File: src/rtl/seq_divider.sv
// Iterative signed divider: radix-2 restoring, one quotient bit per clock.
// Quotient truncates toward zero; divide-by-zero and MIN/-1 raise exception.
module seq_divider #(
  parameter int WIDTH = 32,
  parameter int CNT_W = 6
) (
  input  logic             clock,
  input  logic             reset,
  input  logic             ctrl_DIV,
  input  logic [WIDTH-1:0] data_operandA,
  input  logic [WIDTH-1:0] data_operandB,
  output logic [WIDTH-1:0] data_result,
  output logic             data_exception,
  output logic             data_resultRDY
);

  localparam logic [1:0] IDLE = 2'd0;
  localparam logic [1:0] RUN  = 2'd1;
  localparam logic [1:0] DONE = 2'd2;

  localparam logic [CNT_W-1:0] LAST = CNT_W'(WIDTH - 1);
  localparam logic [WIDTH-1:0] MINV = {1'b1, {(WIDTH-1){1'b0}}};

  logic [1:0]       state;
  logic [CNT_W-1:0] cnt;
  logic [WIDTH:0]   rem;
  logic [WIDTH-1:0] quo;
  logic [WIDTH-1:0] dvs;
  logic             sign;
  logic             ovf;
  logic             dz;

  logic [WIDTH-1:0] a_mag;
  logic [WIDTH-1:0] b_mag;
  logic [WIDTH:0]   shifted;
  logic [WIDTH+1:0] trial;
  logic             neg;

  always_comb begin
    a_mag   = data_operandA[WIDTH-1] ? -data_operandA : data_operandA;
    b_mag   = data_operandB[WIDTH-1] ? -data_operandB : data_operandB;
    shifted = {rem[WIDTH-1:0], quo[WIDTH-1]};
    // one extra bit so the borrow of the trial subtract is explicit
    trial   = {rem, quo[WIDTH-1]} - {2'b00, dvs};
    neg     = trial[WIDTH+1];
  end

  always_ff @(posedge clock) begin
    if (reset) begin
      state          <= IDLE;
      cnt            <= '0;
      rem            <= '0;
      quo            <= '0;
      dvs            <= '0;
      sign           <= 1'b0;
      ovf            <= 1'b0;
      dz             <= 1'b0;
      data_result    <= '0;
      data_exception <= 1'b0;
      data_resultRDY <= 1'b0;
    end else begin
      data_resultRDY <= 1'b0;
      if (ctrl_DIV) begin
        quo   <= a_mag;
        dvs   <= b_mag;
        rem   <= '0;
        cnt   <= '0;
        sign  <= data_operandA[WIDTH-1] ^ data_operandB[WIDTH-1];
        ovf   <= (data_operandA == MINV) && (&data_operandB);
        dz    <= (data_operandB == '0);
        state <= (data_operandB == '0) ? DONE : RUN;
      end else begin
        case (state)
          RUN: begin
            if (neg) begin
              rem <= shifted;
              quo <= {quo[WIDTH-2:0], 1'b0};
            end else begin
              rem <= trial[WIDTH:0];
              quo <= {quo[WIDTH-2:0], 1'b1};
            end
            cnt <= cnt + 1'b1;
            if (cnt == LAST) state <= DONE;
          end
          DONE: begin
            if (dz) data_result <= '0;
            else    data_result <= sign ? -quo : quo;
            data_exception <= dz | ovf;
            data_resultRDY <= 1'b1;
            state          <= IDLE;
          end
          default: state <= IDLE;
        endcase
      end
    end
  end

endmodule

File: config.mk
export PLATFORM = sky130hd
export DESIGN_NAME = seq_divider
export DESIGN_NICKNAME = d
export VERILOG_FILES = /design/src/rtl/seq_divider.sv
export SDC_FILE = /design/constraint.sdc
export NUM_CORES = 1
export LEC_CHECK = 0
export ABC_AREA = 1
export CAP_MARGIN = 20
export CORE_ASPECT_RATIO = 1.2
export CORE_MARGIN = 2
export CORE_UTILIZATION = 35
export CTS_CLUSTER_SIZE = 14
export DETAILED_ROUTE_END_ITERATION = 6
export HOLD_SLACK_MARGIN = 0.05
export PLACE_DENSITY_LB_ADDON = 0.05
export SYNTH_ARGS = -nofsm -noshare
export SYNTH_HDL_FRONTEND = slang
export SYNTH_SLANG_ARGS = --single-unit
File: constraint.sdc
create_clock -name clock -period 2.45 [get_ports clock]
set_input_delay 0.49 -clock clock [delete_from_list [all_inputs] [get_ports clock]]
set_output_delay 0.49 -clock clock [all_outputs]
set_load 0.01 [all_outputs]
==> flow_summary.ini <==
[status]
status = finished clean

[sta]
drv_slew = 0
tightest_slew_ns = 0.5987
finalHoldViolCount = 0
fin_crit_sh_pct = 95.13
finalSetupViolCount = 0
slew_headroom_pct = 60.04
fmax_ghz = 0.4291
min_period_ns = 2.331
fin_skew_ns = 0.01112
whs_ns = 0.3962

[routing]
vias = 11900
dr.pass1.iters = 5
routed_wl_mm = 39.62
post-route-drc-count = 0
vias_per_cell = 4.892
wl_per_cell_um = 16.29
postRouteAntennaNets = 0
drtIter0Drc = 555

[setup_path]
critical_path.top_delay_family = simple AND/OR/NAND/NOR gates
cp.depth = 16
ff2ff_setup_slack_ns = 0.12
critPathLaunchType = flop
critical_path_class = flop to flop
required_ns = 2.81
crit_top_cell = nand2_2
rr_worst_depth = 16
worstPathArrival_ns = 2.69
crit-reg2reg-capture = rem[8]
path_max_fanout = 6
endpoint = rem[8]
startpoint = dvs[19]
worstPathCellList = inv_1, ha_2, nand2_2, inv_1, nand2_1, nand2_1, a21oi_4, nor2_2, nor2_4, nand2_2, nand2_4, nand2_8, buf_12, nand2_2, nand3_1, a21oi_1
endpoint_kind = flop
cpPeakStageDelay_ns = 0.32
reg2reg_from = dvs[19]
crit_buf_inv = 3
crit_path_top_delay_cell = ha_2

[place]
port_buffers = 100
dp.cells = 2397
place.gp.congestion = 0.9471
placed_area_um2 = 13340
dpl.hpwl_mm = 32.16

[power]
p_int_mw = 4.580
p_leak_nw = 6.534
power_frac_comb_pct = 24.6
p_clk_share_pct = 38.8
powerDensity_nw_per_um2 = 473.8
swShare_pct = 31.88
switching_power_mw = 2.144
finalPower_mw = 6.724
seqPwrFrac_pct = 36.6
peakVddDrop_v = 0.0004741

[floorplan]
rows = 71
core_um2 = 31180
dieArea_um2 = 32930
die_h_um = 198.4
initial_core_util_pct = 35.34
io_pins = 101
fp.dieW_um = 166.0

[grt]
grt_pass1_vias = 11540
antenna_found_initial = 0
grt-ovfl-total = 0
grt_pass1_wl_mm = 62.13
grt_max_degree = 38
grt_use_total_pct = 23.95

[synth]
synth_edf_count = 0
syn_area_um2 = 11020
synth_compound_area_share_pct = 16.37
synth_mux_area_share_pct = 0
synth_xor_area_share_pct = 1.987
synth.yosys.seq_area_share_pct = 25.79
synthArstFlopShare_pct = 0
avgSynthCellArea_um2 = 6.045
syn-num-nets = 1928
ys_ff_latch = 142
synth_ff_type = dfxtp_1
yosys.area.top_type = dfxtp_1
synth.area.top_cells = dfxtp_1 (26%), nand2_1 (16%), inv_1 (11%), nand3_1 (7.1%), a21oi_1 (6.1%)
synth_adder_area_share_pct = 4.382
synth_top_area_share_pct = 25.79
synth_warnings = 0
synth_top_family_by_area = simple AND/OR/NAND/NOR gates
synth_cell_types = 59
synthCells = 1823
synthSimpleGateAreaFrac_pct = 37.48

[cts]
clock_path_buffers = 2
cts_tree = built
clk_transition_reported_paths_ns = 0.07
htree_levels = 4
cts_hold_buf = 0
insertion_delay_ns = 0.43
clock-sinks = 142
cts_buffers = 17
root_buffer = clkbuf_16

[worst_hold_path]
hp-class = input pin to flop

[cells_and_area]
fin_area_um2 = 14190
fin_nets = 2123
multi_input_area_um2 = 6890
area_growth_pct = 28.78
seqCellArea_um2 = 2848
fillers = 3348
stdcell_count = 2432
final_layout_size_suffix_gt1_share_pct = 15.61
diodes = 0

[job]
drv_cap = 0
logic make-up (layout without fill, tap and decap cells):
group	count (synthesis)	in the layout
adder cells (fa/ha/maj)	38	38
XOR/XNOR	25	25
AO/OA/AOI/OAI	322	322
AND/OR/NAND/NOR	915	915
buffers and inverters	381	589
flip-flops	142	142
metal layers:
layer	GRT usage, %	share of wire [%]	vias up
met4	7.407	2.2	0
met2	47.40	54	194
met1	26.62	42	5409
met5	0	0	-
met3	2.686	2.7	41
li1	-	-	6253
stage by stage:
stage | setup slack, ns | util, % | setup TNS, ns
global placement | -0.1528 | 42.77 | -1.816
detailed placement | -0.1821 | 42.77 | -2.368
CTS | 0.01158 | 44.64 | 0
floorplan | 0.3875 | - | 0
global route | -0.004806 | 45.52 | -0.004806
finish | 0.1194 | 45.52 | 0
registers in the layout, indices dropped and copies added (netlist names):
| signal | cells |
|---|---|
| cnt | 6 |
| data_resultRDY | 1 |
| state | 2 |
| dz | 1 |
| sign | 1 |
| data_result | 32 |
| rem | 33 |
| dvs | 32 |
| ovf | 1 |
| quo | 32 |
| data_exception | 1 |
what timing repair did:
action | in CTS | in global routing
setup buffers | 0 | 3
gates resized for setup | 3 | 54
setup endpoints to repair | 5 | 32
pin swaps | 0 | 5
power groups by stage:
stage | logic [mW] | registers (mW) | clock network (mW)
5_1_grt | 1.84 | 2.47 | 2.77
6_report | 1.65 | 2.46 | 2.61
3_3_place_gp | 1.59 | 2.51 | 0
3_5_place_dp | 1.59 | 2.51 | 0
2_1_floorplan | 0.946 | 2.50 | 0
4_1_cts | 1.60 | 2.46 | 2.67
synthesized netlist by cell type (3+ instances only):
| cell | count |
|---|---|
| buf_1 | 5 |
| nand2_4 | 3 |
| xnor2_1 | 8 |
| buf_2 | 5 |
| a21oi_2 | 6 |
| dfxtp_1 | 142 |
| nand2_2 | 43 |
| o31ai_1 | 4 |
| or2_2 | 4 |
| buf_6 | 7 |
| o21bai_1 | 7 |
| o211ai_1 | 7 |
| nand3_1 | 157 |
| nand3b_1 | 7 |
| nor4_1 | 10 |
| a31oi_1 | 12 |
| a21o_1 | 5 |
| o22ai_1 | 27 |
| nand2_1 | 459 |
| nand3_2 | 5 |
| o21ai_1 | 12 |
| xor2_1 | 17 |
| inv_2 | 7 |
| clkinv_1 | 3 |
| buf_12 | 3 |
| nor2_2 | 11 |
| nor3_2 | 7 |
| ha_1 | 37 |
| nand4_1 | 20 |
| clkbuf_1 | 39 |
| inv_1 | 311 |
| o21ai_0 | 92 |
| nor2_4 | 3 |
| a21oi_1 | 134 |
| nor2_1 | 143 |
| nor3_1 | 29 |
| o32ai_1 | 5 |
placed cells by master (no fill, tap or decap), types with 5 or more instances in the layout:
cell type / instances
nand2_1: 451
inv_1: 307
nand3_1: 154
dfxtp_1: 138
nor2_1: 134
a21oi_1: 131
buf_4: 123
clkdlybuf4s50_1: 99
o21ai_0: 92
nand2_2: 49
nor3_1: 29
o22ai_1: 27
nand4_1: 20
nor2_2: 19
xor2_1: 17
ha_1: 17
clkbuf_16: 17
o21ai_1: 12
a31oi_1: 12
buf_12: 12
inv_2: 11
ha_4: 11
nor4_1: 10
ha_2: 9
nand3_2: 8
a21oi_2: 8
xnor2_1: 8
nor3_2: 7
o21bai_1: 7
o211ai_1: 7
nand3b_1: 7
clkinv_2: 6
nand2_4: 5
o32ai_1: 5
a21o_1: 5
how the worst min path moves through the flow:
stage                                 end  slack (ns)  depth (start not counted)       startpoint
final                            state[0]        0.40                          2            reset
after global routing             state[0]        0.39                          2            reset
after CTS                        state[0]        0.38                          2            reset
after detailed placement   data_result[8]        0.45                          2   data_result[8]
after global placement    data_result[28]        0.45                          2  data_result[28]
after floorplan                   dvs[28]        0.42                          2          dvs[28]
final cells by class:
cell class,instances,area share [%]
clock inverter,11,0.8199
clock buffer,21,3.244
multi-input combinational,1300,48.55
sequential,142,20.07
tap,401,3.535
timing repair buffer,236,15.30
inverter,321,8.490
(Power assumes the default switching activity.)
